## config.mk

```make
export PLATFORM = sky130hd
export DESIGN_NAME = conv_sched
export DESIGN_NICKNAME = d
export VERILOG_FILES = /design/src/rtl/conv_sched.sv
export SDC_FILE = /design/constraint.sdc
export NUM_CORES = 1
export LEC_CHECK = 0
export ABC_AREA = 0
export BUFFER_PORTS_ARGS = -buffer_cell sky130_fd_sc_hd__buf_4
export CAP_MARGIN = 10
export CORE_UTILIZATION = 49
export CTS_BUF_LIST = sky130_fd_sc_hd__clkbuf_4 sky130_fd_sc_hd__clkbuf_8
export DETAILED_ROUTE_END_ITERATION = 6
export GPL_TIMING_DRIVEN = 0
export PLACE_DENSITY = 0.87
export SYNTH_ARGS = -nofsm -noshare
export SYNTH_HDL_FRONTEND = slang
export SYNTH_SLANG_ARGS = --single-unit
```

## constraint.sdc

```tcl
create_clock -name clk -period 2.8 [get_ports clk]
set_clock_uncertainty 0.1 [all_clocks]
set_input_delay 0.56 -clock clk [delete_from_list [all_inputs] [get_ports clk]]
set_output_delay 0.56 -clock clk [all_outputs]
set_load 0.005 [all_outputs]
```

## src/rtl/conv_sched.sv

```systemverilog
// conv_sched: shares one external two-operand datapath (signed 8-bit operands,
// signed 9-bit result, fixed latency DP_LAT) among N requesters.
//
// Sequence: arbitrate in IDLE, pulse dp_start in ISSUE, count DP_LAT in WAIT,
// then present the captured result tagged with the owner ID in RESP.
//
// Configuration macro: CONV_SCHED_FIXED_PRIO_EN
//   defined     -> fixed priority, the lowest asserted index wins (no pointer)
//   not defined -> round-robin, with the pointer advancing past each winner
//
// Ports:
//   clk        in   rising-edge clock
//   reset      in   synchronous, active-low reset
//   req_valid  in   [N]    per-requester request
//   req_data0  in   [8*N]  operand A, slice i = [8*i+7:8*i]
//   req_data1  in   [8*N]  operand B, same slicing
//   req_ready  out  [N]    one-hot accept (combinational, IDLE only)
//   dp_start   out         one-cycle issue pulse to the datapath
//   dp_a/dp_b  out  [8]    operands to the datapath
//   dp_result  in   [9]    datapath result
//   rsp_valid  out         response valid
//   rsp_id     out  [3]    owner of the response
//   rsp_data   out  [9]    captured result
//   rsp_ready  in          response consumer accepts
//   busy       out         registered, high whenever state != IDLE
//
// State table:
//   state  | meaning
//   IDLE   | arbitrate; accept one request and latch its operands
//   ISSUE  | dp_start high; load latency counter with DP_LAT-1
//   WAIT   | count down; capture dp_result when the counter reaches 0
//   RESP   | hold rsp_valid until rsp_ready
module conv_sched #(
  parameter int N      = 4,
  parameter int DP_LAT = 2
) (
  input  logic           clk,
  input  logic           reset,
  input  logic [N-1:0]   req_valid,
  input  logic [8*N-1:0] req_data0,
  input  logic [8*N-1:0] req_data1,
  output logic [N-1:0]   req_ready,
  output logic           dp_start,
  output logic [7:0]     dp_a,
  output logic [7:0]     dp_b,
  input  logic [8:0]     dp_result,
  output logic           rsp_valid,
  output logic [2:0]     rsp_id,
  output logic [8:0]     rsp_data,
  input  logic           rsp_ready,
  output logic           busy
);

  localparam int IW  = (N > 1) ? $clog2(N) : 1;
  localparam int IW1 = IW + 1;

  typedef enum logic [1:0] {
    S_IDLE,
    S_ISSUE,
    S_WAIT,
    S_RESP
  } state_t;

  state_t      state_q, state_d;
  logic [3:0]  cnt_q, cnt_d;
  logic        dp_start_q, dp_start_d;
  logic [7:0]  dp_a_q, dp_a_d;
  logic [7:0]  dp_b_q, dp_b_d;
  logic        rsp_valid_q, rsp_valid_d;
  logic [2:0]  rsp_id_q, rsp_id_d;
  logic [8:0]  rsp_data_q, rsp_data_d;
  logic        busy_q, busy_d;

  logic          any_req;
  logic [IW-1:0] win;
  logic [N-1:0]  grant_vec;

`ifdef CONV_SCHED_FIXED_PRIO_EN
  // Scan from the top down so the lowest asserted index is the last written.
  always_comb begin
    any_req = 1'b0;
    win     = '0;
    for (int k = N - 1; k >= 0; k--) begin
      if (req_valid[k]) begin
        any_req = 1'b1;
        win     = IW'(k);
      end
    end
  end
`else
  logic [IW-1:0] ptr_q, ptr_d;
  logic [IW:0]   idx;

  // Search p, p+1, ..., N-1, 0, ..., p-1; the first asserted request wins.
  always_comb begin
    any_req = 1'b0;
    win     = '0;
    idx     = '0;
    for (int k = 0; k < N; k++) begin
      idx = {1'b0, ptr_q} + IW1'(k);
      if (idx >= IW1'(N)) idx = idx - IW1'(N);
      if (!any_req && req_valid[idx[IW-1:0]]) begin
        any_req = 1'b1;
        win     = idx[IW-1:0];
      end
    end
  end
`endif

  always_comb begin
    grant_vec      = '0;
    grant_vec[win] = 1'b1;
  end

  assign req_ready = (state_q == S_IDLE && any_req) ? grant_vec : '0;

  always_comb begin
    state_d     = state_q;
    cnt_d       = cnt_q;
    dp_start_d  = 1'b0;
    dp_a_d      = dp_a_q;
    dp_b_d      = dp_b_q;
    rsp_valid_d = rsp_valid_q;
    rsp_id_d    = rsp_id_q;
    rsp_data_d  = rsp_data_q;
`ifndef CONV_SCHED_FIXED_PRIO_EN
    ptr_d       = ptr_q;
`endif
    case (state_q)
      S_IDLE: begin
        if (any_req) begin
          state_d    = S_ISSUE;
          dp_start_d = 1'b1;
          dp_a_d     = req_data0[8*win +: 8];
          dp_b_d     = req_data1[8*win +: 8];
          rsp_id_d   = 3'(win);
`ifndef CONV_SCHED_FIXED_PRIO_EN
          ptr_d      = (win == IW'(N - 1)) ? '0 : win + IW'(1);
`endif
        end
      end
      S_ISSUE: begin
        cnt_d   = 4'(DP_LAT - 1);
        state_d = S_WAIT;
      end
      S_WAIT: begin
        if (cnt_q == 4'd0) begin
          rsp_data_d  = dp_result;
          rsp_valid_d = 1'b1;
          state_d     = S_RESP;
        end else begin
          cnt_d = cnt_q - 4'd1;
        end
      end
      S_RESP: begin
        if (rsp_ready) begin
          rsp_valid_d = 1'b0;
          state_d     = S_IDLE;
        end
      end
      default: state_d = S_IDLE;
    endcase
    busy_d = (state_d != S_IDLE);
  end

  always_ff @(posedge clk) begin
    if (!reset) begin
      state_q     <= S_IDLE;
      cnt_q       <= '0;
      dp_start_q  <= 1'b0;
      dp_a_q      <= '0;
      dp_b_q      <= '0;
      rsp_valid_q <= 1'b0;
      rsp_id_q    <= '0;
      rsp_data_q  <= '0;
      busy_q      <= 1'b0;
`ifndef CONV_SCHED_FIXED_PRIO_EN
      ptr_q       <= '0;
`endif
    end else begin
      state_q     <= state_d;
      cnt_q       <= cnt_d;
      dp_start_q  <= dp_start_d;
      dp_a_q      <= dp_a_d;
      dp_b_q      <= dp_b_d;
      rsp_valid_q <= rsp_valid_d;
      rsp_id_q    <= rsp_id_d;
      rsp_data_q  <= rsp_data_d;
      busy_q      <= busy_d;
`ifndef CONV_SCHED_FIXED_PRIO_EN
      ptr_q       <= ptr_d;
`endif
    end
  end

  assign dp_start  = dp_start_q;
  assign dp_a      = dp_a_q;
  assign dp_b      = dp_b_q;
  assign rsp_valid = rsp_valid_q;
  assign rsp_id    = rsp_id_q;
  assign rsp_data  = rsp_data_q;
  assign busy      = busy_q;

endmodule

```

==> flow_metrics.py <==
metrics = {
    "status": {
        "status": "finished clean",
    },
    "finish": {
        "fillers": 305,
        "final_util": 0.775,
        "finalNonFillerCells": 385,
        "final_nets": 416,
        "diodes": 0,
        "final_common_cell": "buf_4",
        "final_cell_mix": "buf_4 (118), mux2i_1 (44), dfxtp_1 (38)",
        "design_area_um2": 3120,
        "drive_gt1_frac": 0.430,
        "synthToLayoutAreaGrowth_pct": 50.2,
    },
    "clock_network": {
        "clock_latency_ns": 0.29,
        "clkTransAtPathRegs_ns": 0.08,
        "cts_setup_buffers": 0,
        "clock_sink_count": 38,
        "cts_resized": 0,
        "cts_tree": "yes",
        "cts_hold_buf": 0,
        "clk_root_buffer_cell": "clkbuf_8",
        "numCtsBuffers": 5,
        "clock_tree.buffer_depth": 2,
        "htree_levels": 2,
    },
    "pwr": {
        "p_sw_frac": 0.306,
        "leakagePower_nw": 1.52,
        "clock_power_share": 0.235,
        "finalPower_mw": 1.93,
        "comb_power_share": 0.406,
        "power_density_nw_per_um2": 619,
        "p_int_mw": 1.34,
        "p_switching_uw": 592,
        "seqPwrFrac": 0.359,
        "ir_drop_mv": 0.393,
    },
    "sta": {
        "period_share": 0.925,
        "finalSetupTns_ns": 0,
        "holdWs_ns": 0.380,
        "max_freq_mhz": 386,
        "period_needed_ns": 2.59,
        "grt_setup_unrepaired": "false",
        "finalSetupViolCount": 0,
        "finalWorstSetupSlack_ns": 0.210,
        "finalHoldViolations": 0,
        "drv_slew": 0,
    },
    "logic_synthesis": {
        "ys_top_cells_by_area": "dfxtp_1 (37%), mux2i_1 (21%), a2bb2oi_1 (7.2%), nor2b_1 (4.5%), o21ai_1 (3.9%)",
        "yosysWarnings": 0,
        "netlist.area_leader.share": 0.366,
        "ys_ff_latch": 38,
        "ys.flop_type": "dfxtp_1",
        "synth_edf_count": 0,
        "async_flop_share": 0,
        "syn_inst": 211,
        "syn_area_per_cell_um2": 9.85,
        "synth.net_count": 293,
        "synth_cell_types": 38,
        "seq_area_frac_synth": 0.366,
        "netlist_area_um2": 2080,
        "synth_largest_area_cell": "dfxtp_1",
    },
    "critical_path": {
        "cp-end-kind": "primary output",
        "crit_buf_inv": 3,
        "start_kind": "flop",
        "arrival_ns": 1.93,
        "reg2reg_depth": 7,
        "crit_type": "flop to primary output",
        "cp_slowest_cell": "or3b_1",
        "crit_chain": "or3b_1 > o221ai_4 > buf_6 > inv_1 > ha_1 > and2_1 > buf_4",
        "r2r_slack_ns": 0.85,
        "cp_max_fo": 10,
        "rr_startpoint": "ptr_q[1]",
        "slowest_delay_ns": 0.45,
        "cpLargestDelayFamily": "simple AND/OR/NAND/NOR gates",
        "cp.required_ns": 2.14,
        "r2r-end": "dp_a[4]",
    },
    "worst_hold_path": {
        "hold_class": "flop to flop",
        "whs_endpoint": "dp_b[4]",
        "min_path_cells": 2,
        "hp-start": "dp_b[4]",
    },
    "floorplan": {
        "num_rows": 23,
        "dieWidth_um": 67.1,
        "io_pins": 115,
        "dieArea_um2": 4510,
        "start_util": 0.516,
        "die_y_um": 67.1,
        "core_um2": 4030,
    },
    "placed_design": {
        "gp_congestion": 0.795,
        "portBuffers": 113,
        "hpwl_um": 4260,
        "pre_cts_slack_ns": 0.117,
        "placed_area_um2": 2990,
        "placed_cells": 374,
    },
    "global_route": {
        "grt_pass1_vias": 1852,
        "grt_start_max_net_pins": 13,
        "grt.total_usage": 0.244,
        "overflow": 0,
        "antenna_found_initial": 0,
        "grt_pass1_wl_um": 8150,
    },
    "drt": {
        "via_count": 2039,
        "routed_wl_um": 5500,
        "detail-route-antenna-nets": 0,
        "route.detailed.drc": 0,
        "wire_per_inst_um": 14.3,
        "first_pass_iters": 4,
        "drt-initial-drc-count": 62,
        "vias_per_cell": 5.30,
    },
    "flow_run": {
        "drv_cap": 0,
    },
}
## routing by layer
layer | GRT usage | up-vias | share of wire
li1 | - | 1010 | -
met1 | 0.268 | 952 | 0.40
met2 | 0.438 | 69 | 0.51
met3 | 0.0805 | 8 | 0.085
met4 | 0.0798 | 0 | 0.013
met5 | 0 | - | 0
## worst max-delay path by stage
stage                    to  slack, ns    startpoint  cells past startpoint
3_3_place_gp   req_ready[3]       0.13  req_valid[1]                      8
6_report       req_ready[3]       0.21      ptr_q[1]                      7
4_1_cts        req_ready[3]        0.1      ptr_q[1]                      7
3_5_place_dp   req_ready[3]       0.12  req_valid[1]                      8
2_1_floorplan  req_ready[3]       0.47  req_valid[1]                      6
5_1_grt        req_ready[3]       0.09      ptr_q[1]                      7
## flip-flops by register name, summed over array words and instances (netlist names)
register	count
busy	1
cnt_q	4
dp_a	8
dp_b	8
dp_start	1
ptr_q	2
rsp_data	9
rsp_id	2
rsp_valid	1
state_q	2
## synthesized netlist by cell type (2+ instances only)
| cell | n |
|---|---|
| buf_4 | 2 |
| nor2b_1 | 15 |
| a21oi_1 | 7 |
| a21boi_1 | 2 |
| o21a_1 | 2 |
| nor3_1 | 4 |
| inv_1 | 5 |
| and2_1 | 3 |
| o21ai_1 | 16 |
| a31oi_1 | 2 |
| nor4_2 | 2 |
| buf_2 | 4 |
| nand2b_1 | 4 |
| buf_12 | 2 |
| a2bb2oi_1 | 17 |
| o21ai_0 | 6 |
| nand2_1 | 9 |
| dfxtp_1 | 38 |
| mux2i_1 | 44 |
| buf_6 | 2 |
| clkbuf_1 | 3 |
| ha_1 | 2 |
| nor2_1 | 5 |
## final cells by class
type / instances / area [µm²] / area share
well taps: 50 / 62.6 / 0.0200
clock inverters: 3 / 40.0 / 0.0128
plain buffers: 14 / 123 / 0.0393
multi-input cells: 153 / 1170 / 0.376
clock buffers: 5 / 68.8 / 0.0221
repair buffers: 116 / 871 / 0.279
inverters: 6 / 22.5 / 0.00722
flip-flops and latches: 38 / 761 / 0.244
## cell families after synthesis
| kind of cell | Yosys count | share of synthesized area |
|---|---|---|
| and+or+nand+nor | 48 | 0.141 |
| buffers and inverters | 20 | 0.0698 |
| adders and majority gates | 2 | 0.0120 |
| DFF | 38 | 0.366 |
| muxes | 44 | 0.212 |
| other | 1 | 0.00180 |
| AOI/OAI and AO/OA | 58 | 0.197 |
## power groups by stage
stage	sequential [mW]	clock [mW]	combinational [mW]
after floorplan	0.706	0	0.452
after global placement	0.701	0	0.755
after detailed placement	0.705	0	0.772
after CTS	0.693	0.462	0.774
after global routing	0.705	0.490	0.847
final	0.694	0.453	0.785
## worst register-to-register path, delay by kind of cell, from the launching register on
kind / cells / cell delay (ns)
multiplexers: 2 / 0.57
AO/OA/AOI/OAI: 3 / 0.42
buffers and inverters: 2 / 0.31
flip-flops: 1 / 0.44
No activity file was read; power rests on OpenSTA's default activity.
